$ cat src/rtl/multicycle_control_unit.sv
// Multicycle sequencer FETCH/DECODE/EXEC/MEM/WB; retire in 2 (nop) to 5 (ld) cycles; requests held until ack, with a timeout trap.
// Optional PERF_CNT_EN adds cycle_cnt/retired_cnt counters; illegal opcodes and memory timeouts park the FSM in ERROR.
module multicycle_control_unit #(
  parameter int OP_W        = 6,
  parameter int ALU_OP_W    = 4,
  parameter int MEM_TIMEOUT = 16,
  parameter int CNT_W       = 32
) (
  input  logic                clk,
  input  logic                rst_n,
  input  logic                run,
  output logic                imem_req,
  input  logic                imem_ack,
  input  logic [OP_W-1:0]     op,
  output logic                ir_load,
  output logic                dmem_req,
  output logic                dmem_we,
  input  logic                dmem_ack,
  output logic [ALU_OP_W-1:0] alu_op,
  output logic                alu_src,
  input  logic                br_cond,
  output logic                reg_write,
  output logic [1:0]          wb_sel,
  output logic                pc_en,
  output logic [1:0]          pc_sel,
  output logic [2:0]          state,
  output logic                illegal,
`ifdef PERF_CNT_EN
  output logic [CNT_W-1:0]    cycle_cnt,
  output logic [CNT_W-1:0]    retired_cnt,
`endif
  output logic                timeout
);

  // ALU encoding shared with the datapath ALU
  localparam logic [ALU_OP_W-1:0] ALU_NOP = ALU_OP_W'(0);
  localparam logic [ALU_OP_W-1:0] ALU_ADD = ALU_OP_W'(1);
  localparam logic [ALU_OP_W-1:0] ALU_SUB = ALU_OP_W'(2);
  localparam logic [ALU_OP_W-1:0] ALU_AND = ALU_OP_W'(3);
  localparam logic [ALU_OP_W-1:0] ALU_OR  = ALU_OP_W'(4);
  localparam logic [ALU_OP_W-1:0] ALU_XOR = ALU_OP_W'(5);
  localparam logic [ALU_OP_W-1:0] ALU_SLL = ALU_OP_W'(6);
  localparam logic [ALU_OP_W-1:0] ALU_SRL = ALU_OP_W'(7);
  localparam logic [ALU_OP_W-1:0] ALU_SRA = ALU_OP_W'(8);
  localparam logic [ALU_OP_W-1:0] ALU_SLT = ALU_OP_W'(9);

  localparam bit             TO_EN  = (MEM_TIMEOUT > 0);
  localparam int             TW     = (MEM_TIMEOUT > 1) ? $clog2(MEM_TIMEOUT) : 1;
  localparam logic [TW-1:0]  TO_LIM = TW'((MEM_TIMEOUT > 0) ? MEM_TIMEOUT - 1 : 0);

  typedef enum logic [2:0] {
    S_IDLE = 3'd0, S_FETCH = 3'd1, S_DECODE = 3'd2, S_EXEC = 3'd3,
    S_MEM = 3'd4, S_WB = 3'd5, S_ERROR = 3'd7
  } state_e;

  typedef enum logic [2:0] {
    CL_ALU, CL_LD, CL_ST, CL_BR, CL_JAL, CL_JALR, CL_NOP
  } cls_e;

  state_e                state_q, state_d;
  cls_e                  cls_q, cls_d, dec_cls;
  logic [OP_W-1:0]       op_q, op_d;
  logic [ALU_OP_W-1:0]   alu_op_q, alu_op_d, dec_alu;
  logic                  alu_src_q, alu_src_d, dec_src;
  logic [1:0]            wb_sel_q, wb_sel_d, dec_wb;
  logic [TW-1:0]         wait_q, wait_d;
  logic                  illegal_q, illegal_d, timeout_q, timeout_d;
  logic                  dec_illegal, retire, wait_expired;

  always_comb begin
    dec_alu     = ALU_NOP;
    dec_src     = 1'b0;
    dec_wb      = 2'd0;
    dec_cls     = CL_ALU;
    dec_illegal = (op_q > OP_W'(19));
    case (op_q[4:0])
      5'h00: dec_alu = ALU_ADD;
      5'h01: begin dec_alu = ALU_ADD; dec_src = 1'b1; end
      5'h02: dec_alu = ALU_SUB;
      5'h03: dec_alu = ALU_AND;
      5'h04: begin dec_alu = ALU_AND; dec_src = 1'b1; end
      5'h05: dec_alu = ALU_OR;
      5'h06: begin dec_alu = ALU_OR; dec_src = 1'b1; end
      5'h07: dec_alu = ALU_XOR;
      5'h08: dec_alu = ALU_SLL;
      5'h09: dec_alu = ALU_SRL;
      5'h0A: dec_alu = ALU_SRA;
      5'h0B: begin dec_alu = ALU_ADD; dec_src = 1'b1; dec_wb = 2'd1; dec_cls = CL_LD; end
      5'h0C: begin dec_alu = ALU_ADD; dec_src = 1'b1; dec_cls = CL_ST; end
      5'h0D, 5'h0E: begin dec_alu = ALU_SUB; dec_cls = CL_BR; end
      5'h0F, 5'h10: begin dec_alu = ALU_SLT; dec_cls = CL_BR; end
      5'h11: begin dec_alu = ALU_ADD; dec_src = 1'b1; dec_wb = 2'd2; dec_cls = CL_JAL; end
      5'h12: begin dec_alu = ALU_ADD; dec_src = 1'b1; dec_wb = 2'd2; dec_cls = CL_JALR; end
      default: dec_cls = CL_NOP;
    endcase
  end

  always_comb begin
    state_d      = state_q;
    op_d         = op_q;
    alu_op_d     = alu_op_q;
    alu_src_d    = alu_src_q;
    wb_sel_d     = wb_sel_q;
    cls_d        = cls_q;
    wait_d       = wait_q;
    illegal_d    = illegal_q;
    timeout_d    = timeout_q;
    retire       = 1'b0;
    imem_req     = 1'b0;
    ir_load      = 1'b0;
    dmem_req     = 1'b0;
    dmem_we      = 1'b0;
    alu_op       = ALU_NOP;
    alu_src      = 1'b0;
    reg_write    = 1'b0;
    wb_sel       = 2'd0;
    pc_en        = 1'b0;
    pc_sel       = 2'd0;
    wait_expired = TO_EN && (wait_q == TO_LIM);
    case (state_q)
      S_IDLE: if (run) begin
        state_d = S_FETCH;
        wait_d  = '0;
      end
      S_FETCH: begin
        imem_req = 1'b1;
        ir_load  = imem_ack;
        if (imem_ack) begin
          op_d    = op;
          state_d = S_DECODE;
        end else if (wait_expired) begin
          state_d   = S_ERROR;
          timeout_d = 1'b1;
        end else if (TO_EN) begin
          wait_d = wait_q + TW'(1);
        end
      end
      S_DECODE: begin
        alu_op_d  = dec_alu;
        alu_src_d = dec_src;
        wb_sel_d  = dec_wb;
        cls_d     = dec_cls;
        if (dec_illegal) begin
          state_d   = S_ERROR;
          illegal_d = 1'b1;
        end else if (dec_cls == CL_NOP) begin
          pc_en  = 1'b1;
          retire = 1'b1;
        end else begin
          state_d = S_EXEC;
        end
      end
      S_EXEC: begin
        alu_op  = alu_op_q;
        alu_src = alu_src_q;
        case (cls_q)
          CL_LD, CL_ST: begin
            state_d = S_MEM;
            wait_d  = '0;
          end
          // Branches resolve on the live compare result, so pc_sel is combinational here
          CL_BR: begin
            pc_en  = 1'b1;
            pc_sel = br_cond ? 2'd1 : 2'd0;
            retire = 1'b1;
          end
          default: state_d = S_WB;
        endcase
      end
      S_MEM: begin
        dmem_req = 1'b1;
        dmem_we  = (cls_q == CL_ST);
        if (dmem_ack) begin
          if (cls_q == CL_ST) begin
            pc_en  = 1'b1;
            retire = 1'b1;
          end else begin
            state_d = S_WB;
          end
        end else if (wait_expired) begin
          state_d   = S_ERROR;
          timeout_d = 1'b1;
        end else if (TO_EN) begin
          wait_d = wait_q + TW'(1);
        end
      end
      S_WB: begin
        reg_write = 1'b1;
        wb_sel    = wb_sel_q;
        pc_en     = 1'b1;
        pc_sel    = (cls_q == CL_JAL) ? 2'd2 : (cls_q == CL_JALR) ? 2'd3 : 2'd0;
        retire    = 1'b1;
      end
      S_ERROR: state_d = S_ERROR;
      default: state_d = S_ERROR;
    endcase
    if (retire) begin
      state_d = run ? S_FETCH : S_IDLE;
      wait_d  = '0;
    end
  end

  always_ff @(posedge clk or negedge rst_n) begin
    if (!rst_n) begin
      state_q   <= S_IDLE;
      op_q      <= '0;
      alu_op_q  <= ALU_NOP;
      alu_src_q <= 1'b0;
      wb_sel_q  <= 2'd0;
      cls_q     <= CL_ALU;
      wait_q    <= '0;
      illegal_q <= 1'b0;
      timeout_q <= 1'b0;
    end else begin
      state_q   <= state_d;
      op_q      <= op_d;
      alu_op_q  <= alu_op_d;
      alu_src_q <= alu_src_d;
      wb_sel_q  <= wb_sel_d;
      cls_q     <= cls_d;
      wait_q    <= wait_d;
      illegal_q <= illegal_d;
      timeout_q <= timeout_d;
    end
  end

  assign state   = state_q;
  assign illegal = illegal_q;
  assign timeout = timeout_q;

`ifdef PERF_CNT_EN
  logic [CNT_W-1:0] cycle_cnt_q, cycle_cnt_d, retired_cnt_q, retired_cnt_d;

  always_comb begin
    cycle_cnt_d   = cycle_cnt_q;
    retired_cnt_d = retired_cnt_q;
    if (state_q != S_IDLE && state_q != S_ERROR) cycle_cnt_d = cycle_cnt_q + CNT_W'(1);
    if (pc_en) retired_cnt_d = retired_cnt_q + CNT_W'(1);
  end

  always_ff @(posedge clk or negedge rst_n) begin
    if (!rst_n) begin
      cycle_cnt_q   <= '0;
      retired_cnt_q <= '0;
    end else begin
      cycle_cnt_q   <= cycle_cnt_d;
      retired_cnt_q <= retired_cnt_d;
    end
  end

  assign cycle_cnt   = cycle_cnt_q;
  assign retired_cnt = retired_cnt_q;
`else
  // Keeps CNT_W referenced when the counters are compiled out
  logic [CNT_W-1:0] unused_cnt_w;
  assign unused_cnt_w = '0;
`endif

endmodule

$ cat config.mk
export PLATFORM = sky130hd
export DESIGN_NAME = multicycle_control_unit
export DESIGN_NICKNAME = d
export VERILOG_FILES = /design/src/rtl/multicycle_control_unit.sv
export SDC_FILE = /design/constraint.sdc
export NUM_CORES = 1
export LEC_CHECK = 0
export CAP_MARGIN = 10
export CORE_MARGIN = 4
export CORE_UTILIZATION = 40
export CTS_BUF_LIST = sky130_fd_sc_hd__clkbuf_2
export CTS_CLUSTER_DIAMETER = 80
export DETAILED_ROUTE_END_ITERATION = 10
export PLACE_DENSITY_LB_ADDON = 0.1
export SLEW_MARGIN = 20
export SYNTH_ARGS = -nofsm -noshare
export SYNTH_HDL_FRONTEND = slang
export SYNTH_SLANG_ARGS = --single-unit
$ cat constraint.sdc
create_clock -name clk -period 2.5 [get_ports clk]
set_input_delay 0.5 -clock clk [delete_from_list [all_inputs] [get_ports clk]]
set_output_delay 0.5 -clock clk [all_outputs]
set_load 0.05 [all_outputs]
==> results_dict.tcl, run 1 <==
set metrics [dict create \
    status "finished with violations" \
    failed_checks "negative setup slack" \
    rows 22 \
    gr-total-overflow 0 \
    hold_violations 0 \
    synth_cell_types 46 \
    grt_pass1_wl_mm 7.08 \
    avgSynthCellArea_um2 8.76 \
    crit_required_ns 2.00 \
    ant_nets 0 \
    rsz0062_at_grt "yes" \
    fmax_mhz 387 \
    min_period_over_period 1.03 \
    finalCriticalPeriod_ns 2.58 \
    grt_max_degree 26 \
    drc 0 \
    top_usage_layer "met2" \
    synth_top_area_cell "dfrtp_1" \
    ctsLongestPathBuffers 2 \
    ys_ff_latch 25 \
    critPathCaptureType "output port" \
    synth_enable_flop_cells 0 \
    grt_pass1_vias 1430 \
    synthTopCellsByArea "dfrtp_1, mux2_2, o21ai_0" \
    coreArea_um2 3740 \
    critPathKind "register to output port" \
    cts_buffers 3 \
    wl_per_cell_um 15.3 \
    gp_congestion 0.856 \
    cts_tree "built" \
    vias 1494 \
    tns_ns -0.0830 \
    leakagePower_nw 0.914 \
    skew_ns 0.0248 \
    die_y_um 71.1 \
    drtIter0Drc 81 \
    syn-num-nets 195 \
    area_growth_pct 36.4 \
    cts-root-buf "clkbuf_2" \
    die_w_um 71.1 \
    wirelength_mm 4.06 \
    finalPower_mw 2.77 \
    whs_ns 0.461 \
    vdd_drop_max_v 0.000557 \
    use_met2 0.281 \
    grt_antenna_before_repair 0 \
    avgViaCountPerCell 5.64 \
    yosys_warnings 0 \
    start_kind "register" \
    final_nets 231 \
    clk_pin_slew_worst_paths_ns 0.26 \
    fin_ws_ns -0.0830 \
    grt_usage 0.171 \
    synth_top_area_frac 0.392 \
    worstReg2RegStart "state[0]" \
    dieArea_um2 5060 \
    placed_area_um2 2120 \
    slew-limit-headroom 0.657 \
    max_slew.worst_pin.slew_ns 0.508 \
    hold_path.class "primary input to async pin" \
    reg2reg_depth 6 \
    crit_arrival_ns 2.08 \
    p_per_area_nw_per_um2 1280 \
    cts_htree_levels 1 \
    async_flop_share 1.00 \
    finalMaxSlewViolations 0 \
    first_pass_iters 4 \
    cts_sinks 25 \
    netlist_area_um2 1590 \
    pin_count 32 \
    place_hpwl_mm 3.07 \
    setup_viol 1 \
    clkLatencyLatePin_ns 0.36 \
    io_buffers 31 \
    grt_util_met3 0.0298 \
    r2r-end "op_q[1]" \
    dp_slack_ns 0.243 \
    antennaDiodeCount 0 \
    r2r_slack_ns 0.55 \
    synth_ff_type "dfrtp_1" \
    syn_inst 182 \
    start_util 0.426 \
    synth-seq-area-share 0.392 \
    max_cap_viol_count 0 \
    final_area_um2 2170 \
    crit_path_max_fanout 4 \
    drive_gt1_frac 0.240 \
    use_met1 0.238 \
]
worst max-delay path, stage by stage (launching register included):
cell and delay [ns]:
dfrtp_2 0.45, or3b_4 0.38, or4_4 0.51, o211ai_4 0.22, buf_12 0.17
registers in the layout (all words and copies together) (netlist names):
name       cells
op_q           6
timeout        1
illegal        1
state          3
wb_sel_q       2
alu_op_q       4
wait_q         4
cls_q          3
alu_src_q      1
cells by family (layout without fill, tap and decap cells):
logic type               Yosys count  after routing  synth area share
AO/OA/AOI/OAI                     55             55             0.234
multiplexers                       7              7            0.0487
AND/OR/NAND/NOR                   72             72             0.250
buffers and inverters             18             53            0.0455
XOR/XNOR                           4              4            0.0220
flip-flops                        25             25             0.392
adder cells (fa/ha/maj)            1              1           0.00785
where the power goes:
part | internal (mW) | switching, mW
Sequential | 0.557 | 0.124
Combinational | 0.797 | 1.14
Clock | 0.0362 | 0.125
cell usage after synthesis, types with 2 or more instances:
| library cell | n |
|---|---|
| dfrtp_1 | 25 |
| nand2_1 | 16 |
| nor2_1 | 15 |
| o21ai_0 | 13 |
| a21oi_1 | 12 |
| clkbuf_1 | 10 |
| and2_1 | 6 |
| mux2_2 | 6 |
| nor2b_1 | 6 |
| a31oi_1 | 5 |
| buf_2 | 4 |
| inv_1 | 4 |
| nand2b_1 | 4 |
| nor3_1 | 4 |
| nor4b_1 | 4 |
| o31ai_1 | 4 |
| a21o_1 | 3 |
| and3_1 | 3 |
| nand3_1 | 3 |
| o21a_1 | 3 |
| xnor2_1 | 3 |
| a211oi_1 | 2 |
| nand4_1 | 2 |
| o21bai_1 | 2 |
| or3b_1 | 2 |
metrics by stage:
stage           util  std cells
2_1_floorplan      -        182
3_3_place_gp   0.566        259
3_5_place_dp   0.566        259
4_1_cts        0.579        265
5_1_grt        0.581        265
6_report       0.581        265
cells in the final DEF, fill, tap and decap left out, drive strengths merged, types with 4 or more instances in the layout:
master	instances
nor2	15
dfrtp	25
nor4b	4
mux2	6
inv	4
clkdlybuf4s50	16
nand2	16
o31ai	4
nor2b	6
nor3	4
and2	6
nand2b	4
a21oi	12
a31oi	5
buf	29
o21ai	13
area by class of cell:
| cell class | count | area, um2 |
|---|---|---|
| Clock buffer | 3 | 15.0 |
| Sequential cell | 25 | 627 |
| Inverter | 4 | 15.0 |
| Multi-Input combinational cell | 139 | 950 |
| Clock inverter | 1 | 5.00 |
| Tap cell | 48 | 60.1 |
| Timing Repair Buffer | 45 | 503 |
| Fill cell | 355 | 1570 |
worst max path at each step:
stage                         from  endpoint
after floorplan           state[0]   ir_load
after global placement    dmem_ack     pc_en
after detailed placement  dmem_ack     pc_en
after CTS                 state[1]     pc_en
after global routing      state[1]     pc_en
final                     state[1]     pc_en
per-layer routing:
layer  vias up  share of wire
li1        731              -
met1       719           0.47
met2        42           0.48
met3         2          0.047
met4         0         0.0035
met5         -              0
timing repair:
item,4_1_cts,5_1_grt
pin swaps,3,1
setup buffers,2,0
resized for setup,4,2
hold buffers,0,0
setup endpoints to repair,2,3
No activity file was read; power rests on OpenSTA's default activity.
==> run 2, diff against run 1 <==
Settings changed: SETUP_SLACK_MARGIN set to 0.5.
==> run 2 against run 1 <==
Against the previous run:
- core utilization increased by 7.9 points
- routed wire length increased by 11%
- count of clock-buffer cells in the layout increased by 1
- die area unchanged
- critical endpoint unchanged
- the flow still finishes with violations (negative setup slack)
- largest cell class unchanged
- critical path type unchanged
- global-route usage increased by 0.86 points
- via count increased by 5.0%
==> results_dict.tcl, run 2 (synthesis results as in run 1) <==
set metrics [dict create \
    area_growth_pct 54.9 \
    hold_path.class "primary input to async pin" \
    leakagePower_nw 1.06 \
    largestRegisters "op_q x6, alu_op_q x4, wait_q x4" \
    largest_reg_flops 6 \
    max_slew.worst_pin.slew_ns 0.497 \
    avgViaCountPerCell 5.60 \
    ant_nets 0 \
    worstReg2RegStart "op_q[2]" \
    gr-total-overflow 0 \
    coreArea_um2 3740 \
    cts_buffers 3 \
    comb_power_share 0.736 \
    place_hpwl_mm 3.07 \
    cts-root-buf "clkbuf_2" \
    crit_required_ns 2.00 \
    dieArea_um2 5060 \
    final_cell_mix "dfrtp_1, buf_4, nand2_1" \
    critPathCaptureType "output port" \
    skew_ns 0.00118 \
    hold_violations 0 \
    reg2reg_depth 5 \
    drive_gt1_frac 0.371 \
    io_buffers 31 \
    die_w_um 71.1 \
    grt_usage 0.180 \
    critPathKind "register to output port" \
    tns_ns -0.0843 \
    clkLatencyLatePin_ns 0.34 \
    p_per_area_nw_per_um2 1320 \
    layout_commonest_cell "dfrtp_1" \
    p_switching_mw 1.55 \
    cts_htree_levels 1 \
    finalCriticalPeriod_ns 2.58 \
    grt_pass1_vias 1481 \
    max_flop_register "op_q" \
    sequentialPowerShare 0.215 \
    first_pass_iters 4 \
    clk_pin_slew_worst_paths_ns 0.22 \
    max_cap_viol_count 0 \
    rsz0062_at_grt "yes" \
    cts_tree "built" \
    power_frac_clock 0.050 \
    r2r_slack_ns 0.56 \
    die_y_um 71.1 \
    swShare 0.476 \
    gp_congestion 0.890 \
    ctsLongestPathBuffers 2 \
    layout.cells.non_filler 280 \
    r2r-end "wait_q[2]" \
    pin_count 32 \
    slew-limit-headroom 0.670 \
    status "finished with violations" \
    cts_sinks 25 \
    rows 22 \
    start_util 0.426 \
    crit_path_max_fanout 3 \
    p_int_mw 1.70 \
    final_nets 246 \
    start_kind "register" \
    grt_pass1_wl_mm 7.43 \
    setup_viol 1 \
    wl_per_cell_um 16.0 \
    vias 1569 \
    wirelength_mm 4.49 \
    fin_ws_ns -0.0843 \
    grt_antenna_before_repair 0 \
    finalMaxSlewViolations 0 \
    placed_cells 258 \
    antennaDiodeCount 0 \
    drtIter0Drc 93 \
    vdd_drop_max_v 0.000551 \
    min_period_over_period 1.03 \
    failed_checks "negative setup slack" \
    drc 0 \
    crit_arrival_ns 2.08 \
    fmax_mhz 387 \
    grt_max_degree 26 \
]
## run 2: changes by cell type in the layout (fill, tap and decap cells not counted), moves of 4 or more
cell / before / now
buf_6: 0 / 7
clkdlybuf4s50_1: 16 / 11
mux2_2: 6 / 0
mux2_4: 0 / 6
and2_4: 0 / 6
buf_8: 0 / 12
buf_12: 10 / 6
and2_1: 5 / 0
## run 2: through the flow
stage	instance area [um2]	hold WS (ns)	power, mW	worst slack, ns	utilization
finish	2470	0.482	3.25	-0.0843	0.660
detailed placement	2090	0.460	2.59	0.207	0.557
global route	2470	0.477	3.47	-0.168	0.660
CTS	2330	0.476	3.04	-0.108	0.622
global placement	2090	0.448	2.54	0.247	0.557
floorplan	1720	0.204	2.08	0.0764	-
## run 2: timing repair
item / in CTS / in global routing
setup buffers: 10 / 8
hold buffers: 0 / 0
endpoints found under the setup margin: 20 / 19
resized for setup: 51 / 18
pin swaps: 2 / 6
## run 2: cell type report
cell class                 instances  area, um2
tap                               48       60.1
sequential                        25        629
inverter                           4       17.5
multi-input combinational        139       1070
timing repair buffer              60        673
clock buffer                       4       20.0
fill                             319       1270
## run 2: layer usage
layer / GRT usage / up-vias / routed length (um)
li1: - / 763 / -
met1: 0.254 / 745 / 1980
met2: 0.286 / 55 / 2220
met3: 0.0313 / 6 / 249
met4: 0.0418 / 0 / 38
met5: 0 / - / 0
## run 2: worst max-delay path by stage
stage,startpoint,to,slack [ns],cells after the start
6_report,op_q[2],pc_en,-0.08,4
5_1_grt,op_q[2],pc_en,-0.17,4
4_1_cts,op_q[2],pc_en,-0.11,4
3_5_place_dp,dmem_ack,pc_en,0.21,5
3_3_place_gp,dmem_ack,pc_en,0.25,5
2_1_floorplan,state[1],pc_sel[0],0.08,5
## run 2: power by group through the flow
| stage | clock network, mW | logic [mW] | registers (mW) |
|---|---|---|---|
| 2_1_floorplan | 0 | 1.29 | 0.797 |
| 3_3_place_gp | 0 | 1.86 | 0.678 |
| 3_5_place_dp | 0 | 1.90 | 0.689 |
| 4_1_cts | 0.171 | 2.18 | 0.690 |
| 5_1_grt | 0.183 | 2.57 | 0.720 |
| 6_report | 0.161 | 2.39 | 0.698 |
## run 2: worst max-delay path: stages (launching register included)
cell      delay, ns
dfrtp_1        0.43
or3b_4         0.41
or4_4          0.52
o211ai_4       0.22
buf_12         0.17
==> run 3, diff against run 2 <==
Settings changed: SLEW_MARGIN 20 to not set.
==> results of run 3 <==
Same layout as run 2: the final DEF is identical, and so are final timing and power.
